--- config.mk ---
export PLATFORM = sky130hd
export DESIGN_NAME = demux_1x8_reg
export DESIGN_NICKNAME = d
export VERILOG_FILES = /design/src/rtl/demux_1x8_reg.sv
export SDC_FILE = /design/constraint.sdc
export NUM_CORES = 1
export LEC_CHECK = 0
export ABC_AREA = 0
export ABC_CLOCK_PERIOD_IN_PS = 800
export CORE_AREA = 8 8 45 47
export DETAILED_ROUTE_END_ITERATION = 8
export DIE_AREA = 0 0 53 55
export PLACE_DENSITY_LB_ADDON = 0.08
export SKIP_LAST_GASP = 1
export SLEW_MARGIN = 0
export SYNTH_ARGS = -nofsm -noshare
export SYNTH_HDL_FRONTEND = slang
export SYNTH_SLANG_ARGS = --single-unit
--- constraint.sdc ---
create_clock -name clk -period 0.8 [get_ports clk]
set_input_delay 0.08 -clock clk [delete_from_list [all_inputs] [get_ports clk]]
set_output_delay 0.08 -clock clk [all_outputs]
set_load 0.01 [all_outputs]
--- src/rtl/demux_1x8_reg.sv ---
`default_nettype none
// ============================================================================
//  Module   : demux_1x8_reg (with sub-modules demux_1x2, demux_1x4)
//  Brief    : Registered 1-to-8 demultiplexer. A 1x2 stage on sel[2] feeds
//             two 1x4 stages on sel[1:0]; the eight branch outputs are
//             captured in an output register bank (1-cycle latency).
//  Revision : 1.0 - initial release
// ============================================================================

// ----------------------------------------------------------------------------
// 1x2 stage: the selected branch receives the data, the other branch is zero.
// ----------------------------------------------------------------------------
module demux_1x2 #(
  parameter int DATA_W = 1
) (
  input  logic [DATA_W-1:0] din,
  input  logic              sel,
  output logic [DATA_W-1:0] lo,
  output logic [DATA_W-1:0] hi
);

  localparam logic [DATA_W-1:0] c_zero = '0;

  assign lo = sel ? c_zero : din;
  assign hi = sel ? din    : c_zero;

endmodule

// ----------------------------------------------------------------------------
// 1x4 stage: exactly one of four outputs carries the data, the rest are zero.
// ----------------------------------------------------------------------------
module demux_1x4 #(
  parameter int DATA_W = 1
) (
  input  logic [DATA_W-1:0] din,
  input  logic [1:0]        sel,
  output logic [DATA_W-1:0] q0,
  output logic [DATA_W-1:0] q1,
  output logic [DATA_W-1:0] q2,
  output logic [DATA_W-1:0] q3
);

  // Route din to the output addressed by sel; all others forced to zero.
  always_comb begin
    q0 = '0;
    q1 = '0;
    q2 = '0;
    q3 = '0;
    case (sel)
      2'd0:    q0 = din;
      2'd1:    q1 = din;
      2'd2:    q2 = din;
      default: q3 = din;
    endcase
  end

endmodule

// ----------------------------------------------------------------------------
// Top: hierarchical routing tree followed by the output register bank.
// ----------------------------------------------------------------------------
module demux_1x8_reg #(
  parameter int DATA_W = 1
) (
  input  logic              clk,
  input  logic              rst,
  input  logic [DATA_W-1:0] in,
  input  logic [2:0]        sel,
  output logic [DATA_W-1:0] y0,
  output logic [DATA_W-1:0] y1,
  output logic [DATA_W-1:0] y2,
  output logic [DATA_W-1:0] y3,
  output logic [DATA_W-1:0] y4,
  output logic [DATA_W-1:0] y5,
  output logic [DATA_W-1:0] y6,
  output logic [DATA_W-1:0] y7
);

  logic [DATA_W-1:0] w_lo_branch;
  logic [DATA_W-1:0] w_hi_branch;
  logic [DATA_W-1:0] w_d [8];
  logic [DATA_W-1:0] r_y [8];

  demux_1x2 #(.DATA_W(DATA_W)) u_stage_top (
    .din (in),
    .sel (sel[2]),
    .lo  (w_lo_branch),
    .hi  (w_hi_branch)
  );

  demux_1x4 #(.DATA_W(DATA_W)) u_stage_lo (
    .din (w_lo_branch),
    .sel (sel[1:0]),
    .q0  (w_d[0]),
    .q1  (w_d[1]),
    .q2  (w_d[2]),
    .q3  (w_d[3])
  );

  demux_1x4 #(.DATA_W(DATA_W)) u_stage_hi (
    .din (w_hi_branch),
    .sel (sel[1:0]),
    .q0  (w_d[4]),
    .q1  (w_d[5]),
    .q2  (w_d[6]),
    .q3  (w_d[7])
  );

  // Capture the routed values; reset clears every output and wins over data.
  always_ff @(posedge clk) begin
    for (int k = 0; k < 8; k++) begin
      if (rst) r_y[k] <= '0;
      else     r_y[k] <= w_d[k];
    end
  end

  assign y0 = r_y[0];
  assign y1 = r_y[1];
  assign y2 = r_y[2];
  assign y3 = r_y[3];
  assign y4 = r_y[4];
  assign y5 = r_y[5];
  assign y6 = r_y[6];
  assign y7 = r_y[7];

endmodule
`default_nettype wire

Word-level counts from Yosys, hierarchy flattened
Memories as Yosys holds them, arrays and structs flattened. Cells that the tools add are included.

Memories kept: 1. Output and inout bits: 8. RAM bits: 8. Word-level logic and storage cells: 34. Register bits after elaboration: 0.

Reduce and logical (&&, ||, !) cells: 2. Bitwise logic cells: 8. Mux-type cells: 21. Equal/unequal tests: 2.

Memory list: r_y (depth 8, bits a word 1, read ports 8, clocked after memory_dff 0, wr ports 8, RTL line 82) `logic [DATA_W-1:0] r_y [8];`.

Operator list (number): $mux W1 (21); $or A1 B1 Y1 (8); $reduce_or A3 Y1 (1); $eq A2 B1 Y1 const B (1); $eq A2 B2 Y1 const B (1); $logic_not A2 Y1 (1).

Longest topological paths before layout
Depth after elaboration: 4. Gate-level depth with buffers: 2.

Hierarchy
From an unflattened synthesis, not the netlist that was laid out.

Cell total of the unflattened synthesis: 26. Area, all modules: 301.5 um2.

Modules (own cells, without submodules): demux_1x8_reg (area each 210.2 um2, times used 1, cells an instance 16); demux_1x4 (area each 37.5 um2, times used 2, cells an instance 4); demux_1x2 (area each 16.3 um2, times used 1, cells an instance 2).

Worst setup path after synthesis
No wires, ideal clock.

Path kind: input-to-reg. From: in sel[2]. To: mem r_y[0][0]. Setup time: 0.073 ns. Stages: 2. Arrival: 0.561 ns. Buffers on the path: 0. Data required time: 0.727 ns. Setup slack: 0.166 ns. Cells stage by stage: or3b_1 nor3_2.

RTL lines: from (decl) (RTL line 68) `input logic [2:0] sel,`; to (decl) (RTL line 82).

==> results <==
[metal layers]
layer,global-route usage,part of all wire,vias to the layer above
li1,-,-,114
met1,0.0427,0.41,97
met2,0.0566,0.45,8
met3,0.0321,0.13,0
met4,0.0517,0,0
met5,0,0,-
[cell families after synthesis]
family           share of synthesized area
AND/OR/NAND/NOR                      0.316
flip-flops                           0.684
[Yosys cell counts]
| master | n | area share |
|---|---|---|
| nand3_1 | 1 | 0.021 |
| nor3_2 | 1 | 0.043 |
| nand3b_1 | 1 | 0.032 |
| nand2_1 | 1 | 0.016 |
| or3b_1 | 1 | 0.037 |
| nand2b_1 | 1 | 0.027 |
| nor4_1 | 1 | 0.027 |
| nor2_1 | 3 | 0.048 |
| nor3_1 | 3 | 0.064 |
| dfxtp_1 | 8 | 0.68 |
[what timing repair did]
action | 4_1_cts | 5_1_grt
buffers inserted | 0 | 0
hold buffers | 0 | 0
gates resized for setup | 36 | 0
setup endpoints to repair | 10 | 0
[cell type report]
type	count	area, sq um	area share
Clock buffer	3	22.5	0.0570
Multi-Input combinational cell	13	76.3	0.193
Sequential cell	8	160	0.405
Tap cell	16	20.0	0.0506
Timing Repair Buffer	17	116	0.294
[where the power goes]
group | internal [mW] | switching, mW | total (mW)
Sequential | 0.406 | 0.00121 | 0.407
Combinational | 0.0422 | 0.0322 | 0.0744
Clock | 0.170 | 0.118 | 0.289
[worst max-delay path by stage]
stage	startpoint	endpoint	slack (ns)	depth (start not counted)
after global routing	rst	r_y[1][1]	0.006	3
after detailed placement	sel[2]	r_y[0][0]	-0.34	3
after CTS	r_y[1][0]	y4	0.04	1
final	r_y[1][0]	y4	0.06	1
after floorplan	sel[2]	r_y[0][0]	0.17	2
after global placement	sel[2]	r_y[0][1]	-0.31	3
[per-stage QoR]
stage	setup TNS, ns	area [sq um]	cells	total power, mW	hold WS, ns
2_1_floorplan	0	234	21	0.434	0.149
3_3_place_gp	-2.55	414	54	0.500	0.688
3_5_place_dp	-2.54	414	54	0.500	0.689
4_1_cts	0	395	57	0.785	0.254
5_1_grt	0	395	57	0.816	0.253
6_report	0	395	57	0.770	0.260
==> impl_results.md <==
- Status: finished, final reports clean
- Number of library cell types mapped by synthesis: 10
- Yosys warns: 0
- WHS Path Cells: 3
- RSZ-0062 raised after global routing: false
- Final WS setup: 0.0557 ns
- Cells after synthesis: 21
- Synthesized area: 234 sq um
- GPL Wtd Cong: 0.722
- Seq cells post-synth: 8
- DP Wirelength: around 460 um
- Starting density of the core: 0.169
- Ports: 14
- Drt wl/cell: 9.51 um
- PortBufs: 13
- N_diodes: 0
- Rows: 14
- Fillers: 153
- Seq/Total Area, Yosys: 0.684
- Hold_sp: sel[1]
- Die W: 53 um
- Reg with most FFs: r_y
- WHS Endpoint: r_y[0][1]
- Crit path max fanout: 1
- Arr. time, crit path: approximately 0.66 ns
- Crit path kind: reg -> out
- CP endpoint kind: primary output
- DRT antenna net count: 0
- Largest net degree at the start of global routing: 5
- Worst Hold Class: in -> reg
- Period utilisation layout: 0.930
- Fmax: about 1.3 GHz
- First-pass GRT wire length: 883 um
- Relative slew slack: 0.856
- Syn nets: 27
- Slew Limit Fails: 0
- Worst vdd ir: 545 uV
- Inserted Clock Buffers: 3
- Vias per cell: 3.84
- Startpoint Class: flip-flop
- CP Data Required Time: approximately 0.72 ns
- Total gr overflow: 0
- Nets: 49
- Worst-Margin Slew: 0.214 ns
- Die Ht: 55 um
- Placement Setup Slack: -0.345 ns
- Core Util, Final: 0.286
- Final hold viol count: 0
- Setup Viol. Count Final: 0
- Max cap viols: 0
- Cell family with the largest share of critical-path delay: flip-flops
- Pwr dens: 1950 nW/um^2
- Initial drt markers: 3
- Initial antenna violation count: 0
- CP bufs+invs: 1
- Max incr delay on CP: approximately 0.30 ns
- Critical-path top delay cell: dfxtp_1
- Syn_area_per_cell: about 11 sq um
- Vias in the first global route: 228
- Most frequent cells in the layout: buf_2 (8), dfxtp_1 (8), buf_4 (4)
- Core ar.: 1380 sq um
- Share of cells above drive strength 1: 0.415
- Max FFs per register: 8
- Tot GR Track Use: 0.0443
- Clk buf depth: 2
- Final WL: 542 um
- DRT Pass-1 Iters: 2
- CTS tree: done
- CP Cell Sequence: buf_2
- Via count: 219
- Die Area: 2920 sq um
- Area Overhead vs Synth: 69.0%
- Root buffer cell: clkbuf_4
- H-tree level count: 1
- Register clock-pin slew on the reported worst setup and hold paths: ~0.050 ns
- Minimum clock period: 0.744 ns
- TritonCTS Sinks: 8
- Post-route DRC: 0
- Top Registers: r_y (8)
- Leakage: 0.183 nW
Power figures use the tool's default switching activity.
==> edit 1 (same settings) <==
Register the output `y1`, without a reset; this adds one clock of latency there. The other outputs are not delayed to match.
--- a/src/rtl/demux_1x8_reg.sv
+++ b/src/rtl/demux_1x8_reg.sv
@@ -116,5 +116,7 @@
 
   assign y0 = r_y[0];
-  assign y1 = r_y[1];
+  always_ff @(posedge clk) begin
+    y1 <= r_y[1];
+  end
   assign y2 = r_y[2];
   assign y3 = r_y[3];
Formal check against the unedited RTL: not equivalent (a bounded check fails within 4 cycles, from zero or initial values).
==> edit 1 against the unedited design <==
Critical path type is now input port to flop; sequential cell count increased by 1; power is 16% higher; worst setup slack got worse by 0.025 ns; synthesized cell count increased by 4.8%; synthesized area rose by 8.6%; wire length rose by 22%; count of clock-buffer cells in the layout is 1 higher; fmax down 3.3%; critical endpoint is now r_y[2]; final area increased by 22%; combinational power increased by 30%.
==> edit 1: results (changes against the unedited design) <==
[placed_design]
pre_cts_ws_ns=-0.324  ; +0.0212 ns
gp_congestion=0.716  ; -0.89%
port_buffers=13  ; unchanged
placed_area_um2=457  ; +10%
dp.cells=58  ; +7.4%

[cells_and_area]
fill_cells=142  ; -7.2%
multiInputGateArea_um2=86.3  ; +13%
antenna-diode-count=0  ; unchanged
nets=53  ; +8.2%
buffer_area_share_pct=34.3  ; +4.9 points
design_area_um2=482  ; +22%
num-multi-input-gates=13  ; unchanged
drive_gt1_share_pct=54.3  ; +13 points
seq_share_pct=38.2  ; -2.3 points
n_all_buffers=20  ; +3
n_clock_buffer=4  ; +1
reg_top3=r_y: 8 flops, y1: 1 flops
clock_area_share_pct=5.45  ; -0.24 points
nonClockInverterCount=0  ; unchanged

[clock_tree]
clock_latency_ns=0.25
clock-root-buffer=clkbuf_4
htree_levels=1  ; unchanged
clockBufferDepth=2  ; unchanged
clock_sinks=9  ; +1
clk_pin_slew_ns=0.06
post_cts_buffers=0  ; unchanged
cts_made_buffers=3  ; unchanged
cts_resized=34  ; -5.6%

[status]
status=finished clean

[pwr]
p_seq_uw=458  ; +13%
pg_comb_uw=96.9  ; +30%
ir_worst_vdd_uv=635  ; +17%
switching_power_uw=190  ; +25%
power_frac_comb_pct=10.8  ; +1.1 points
leakagePower_uw=0.000233  ; +27%

[logic_synthesis]
ys.flop_type=dfxtp_1
synthesis.nets=28  ; +3.7%
synth_commonest_cells=9 x dfxtp_1, 3 x nor2_1, 3 x nor3_1
synth_area_leaders=dfxtp_1 71%, nor3_1 5.9%, nor2_1 4.4%
ys_seq_area_share_pct=70.9  ; +2.5 points
post_synth.cell_area_avg_um2=11.5  ; +3.6%
ys_warn_count=0  ; unchanged

[routing]
drt_pass1_iterations=2  ; unchanged
post_drt_via_cell_ratio=3.87  ; +0.75%
dr_total_vias=240  ; +9.6%
post_drt_wl_per_cell_um=10.6  ; +12%
drtIter0Drc=1  ; -2

[global_routing]
grt_max_degree=6  ; +1
grt_usage_pct=5.53  ; +1.1 points
grt_pass1_wl_um=1070  ; +21%
grt_antenna_before_repair=0  ; unchanged
grt_pass1_vias=263  ; +15%

[sta]
worstMarginPinSlew_ns=0.216  ; +0.00220 ns
skew_ns=0.000000305

[setup_path]
worstPathMaxFanout=4  ; +3
arrival_ns=0.94  ; +0.28 ns

==> edit 1: cell types whose count changed after synthesis, sizes merged <==
cell / change
dfxtp: +1
==> edit 1: logic make-up after synthesis <==
group | synth area share [%]
simple gates | 29.1
flops | 70.9
==> edit 1: worst max-delay path: stages <==
cell and delay (ns):
clkdlybuf4s50_1 0.51, buf_4 0.19, nor3_1 0.17
==> edit 1: metal layers <==
| layer | share of wire [%] | track usage, % | wire length (um) |
|---|---|---|---|
| met3 | 9.1 | 2.94 | 60 |
| met5 | 0 | 0 | 0 |
| met4 | 1.5 | 7.76 | 10 |
| met2 | 46 | 7.42 | 300 |
| met1 | 44 | 5.18 | 287 |
==> edit 1: worst paths after layout <==
kind	slack [ns]	end	from	cells past startpoint
worst max-delay path	0.03	r_y[2]	sel[0]	3
worst min-delay path	0.15	r_y[0]	sel[2]	3
worst max register to register	0.41	y1	r_y[1]	0
worst min register to register	0.33	y1	r_y[1]	0
==> edit 2 (same flow settings) <==
Without the edit above. Register the inputs `in` and `sel` before use. The logic sees them one clock later. Comments in the files are not updated.
--- a/src/rtl/demux_1x8_reg.sv
+++ b/src/rtl/demux_1x8_reg.sv
@@ -77,4 +77,12 @@
 );
 
+  logic [DATA_W-1:0] in_q;
+  logic [2:0] sel_q;
+
+  always_ff @(posedge clk) begin
+    in_q  <= in;
+    sel_q <= sel;
+  end
+
   logic [DATA_W-1:0] w_lo_branch;
   logic [DATA_W-1:0] w_hi_branch;
@@ -83,6 +91,6 @@
 
   demux_1x2 #(.DATA_W(DATA_W)) u_stage_top (
-    .din (in),
-    .sel (sel[2]),
+    .din (in_q),
+    .sel (sel_q[2]),
     .lo  (w_lo_branch),
     .hi  (w_hi_branch)
@@ -91,5 +99,5 @@
   demux_1x4 #(.DATA_W(DATA_W)) u_stage_lo (
     .din (w_lo_branch),
-    .sel (sel[1:0]),
+    .sel (sel_q[1:0]),
     .q0  (w_d[0]),
     .q1  (w_d[1]),
@@ -100,5 +108,5 @@
   demux_1x4 #(.DATA_W(DATA_W)) u_stage_hi (
     .din (w_hi_branch),
-    .sel (sel[1:0]),
+    .sel (sel_q[1:0]),
     .q0  (w_d[4]),
     .q1  (w_d[5]),
Formal check against the unedited RTL: not equivalent (Yosys sat finds a counterexample within 4 cycles, from zero or initial values).
==> edit 2 against the unedited design <==
Sequential cell count is 4 higher; power up 38%; sequential share of layout area increased by 6.5 points; critical endpoint is now r_y[0][0]; the flow now finishes with violations (negative setup slack); wire length increased by 33%; worst setup slack worse by 0.15 ns; first-iteration DRC count increased by 100%; final area increased by 31%; sequential power is 54% higher; synthesized area grew 34%.
==> edit 2: results (changes against the unedited design) <==
[status]
status=finished with violations
violations=negative setup slack

[routing]
drt_pass1_iterations=4  ; +2
dr_total_vias=264  ; +21%
routed_wl_um=719  ; +33%
drtIter0Drc=6  ; +3

[global_routing]
grt_pass1_vias=266  ; +17%
grt_pass1_wl_um=1150  ; +30%
grt_max_degree=7  ; +2
use_met3_pct=4.28  ; +1.1 points
met1_usage_pct=4.44  ; +0.17 points
gr-usage-met2_pct=9.38  ; +3.7 points
grt_usage_pct=5.92  ; +1.5 points

[clock_tree]
cts_resized=33  ; -8.3%
clk_pin_slew_ns=0.06

[cells_and_area]
fill_cells=137  ; -10%
ff_latch_area_um2=244  ; +52%
drive_gt1_share_pct=55.3  ; +14 points
nets=55  ; +12%
reg_top3=r_y: 8 flops, sel_q: 3 flops, in_q: 1 flops
final_cells=63  ; +11%

[hold_path]
holdPathEnd=sel_q[2]
worstHoldStart=sel[2]
hold_path_depth=1  ; -2

[pwr]
pg_clk_uw=349  ; +21%
swShare_pct=20.6  ; +0.89 points
switching_power_uw=219  ; +44%
leakagePower_uw=0.000228  ; +24%
ir_worst_vdd_uv=784  ; +44%
power_frac_comb_pct=8.5  ; -1.2 points

[sta]
finalSetupViolations=3  ; +3
setup_tns_ns=-0.179  ; -0.179 ns
hold_ws_ns=0.250  ; -0.00975 ns
worstMarginPinSlew_ns=0.206  ; -0.00837 ns
setup_slack_ns=-0.0936  ; -0.149 ns

[placed_design]
pre_cts_ws_ns=-0.196  ; +0.148 ns
dp.cells=60  ; +11%
placed_area_um2=514  ; +24%
gp_congestion=0.849  ; +17%

[setup_path]
slowest_delay_ns=0.41  ; +0.11 ns
rr_worst_depth=2
arrival_ns=1.09  ; +0.43 ns
worstPathMaxFanout=2  ; +1
critical-path-slowest-cell=or3b_4
crit_family=simple AND/OR/NAND/NOR gates

[logic_synthesis]
post_synth.cell_area_avg_um2=12.6  ; +13%
ys_seq_area_share_pct=76.5  ; +8.0 points
synth_area_leaders=dfxtp_1 76%, nor3_1 4.8%, nor2_1 3.6%
synth_commonest_cells=12 x dfxtp_1, 3 x nor2_1, 3 x nor3_1
synthesis.nets=31  ; +15%

edit 2: final cells by class:
type	instances	share of cell area (%)
clock buffers	3	4.34
multi-input cells	13	18.8
flip-flops and latches	12	47.0
well taps	16	3.86
repair buffers	19	26.0
edit 2: worst max-delay path by stage:
stage               cells past startpoint  slack, ns  startpoint        end
finish                                  2      -0.09    sel_q[2]  r_y[0][0]
global placement                        2      -0.19         rst  r_y[1][0]
detailed placement                      3      -0.20         rst  r_y[1][1]
global route                            2      -0.12    sel_q[2]  r_y[0][1]
CTS                                     2       -0.1    sel_q[2]  r_y[0][0]
floorplan                               2      -0.05    sel_q[2]  r_y[0][0]
edit 2: cell families after synthesis:
kind of cell	Yosys count
and+or+nand+nor	13
DFF	12
edit 2: layer usage:
layer | routed length [um] | vias to the layer above
met3 | 89 | 0
li1 | - | 128
met1 | 236 | 127
met5 | 0 | -
met2 | 392 | 9
met4 | 0 | 0
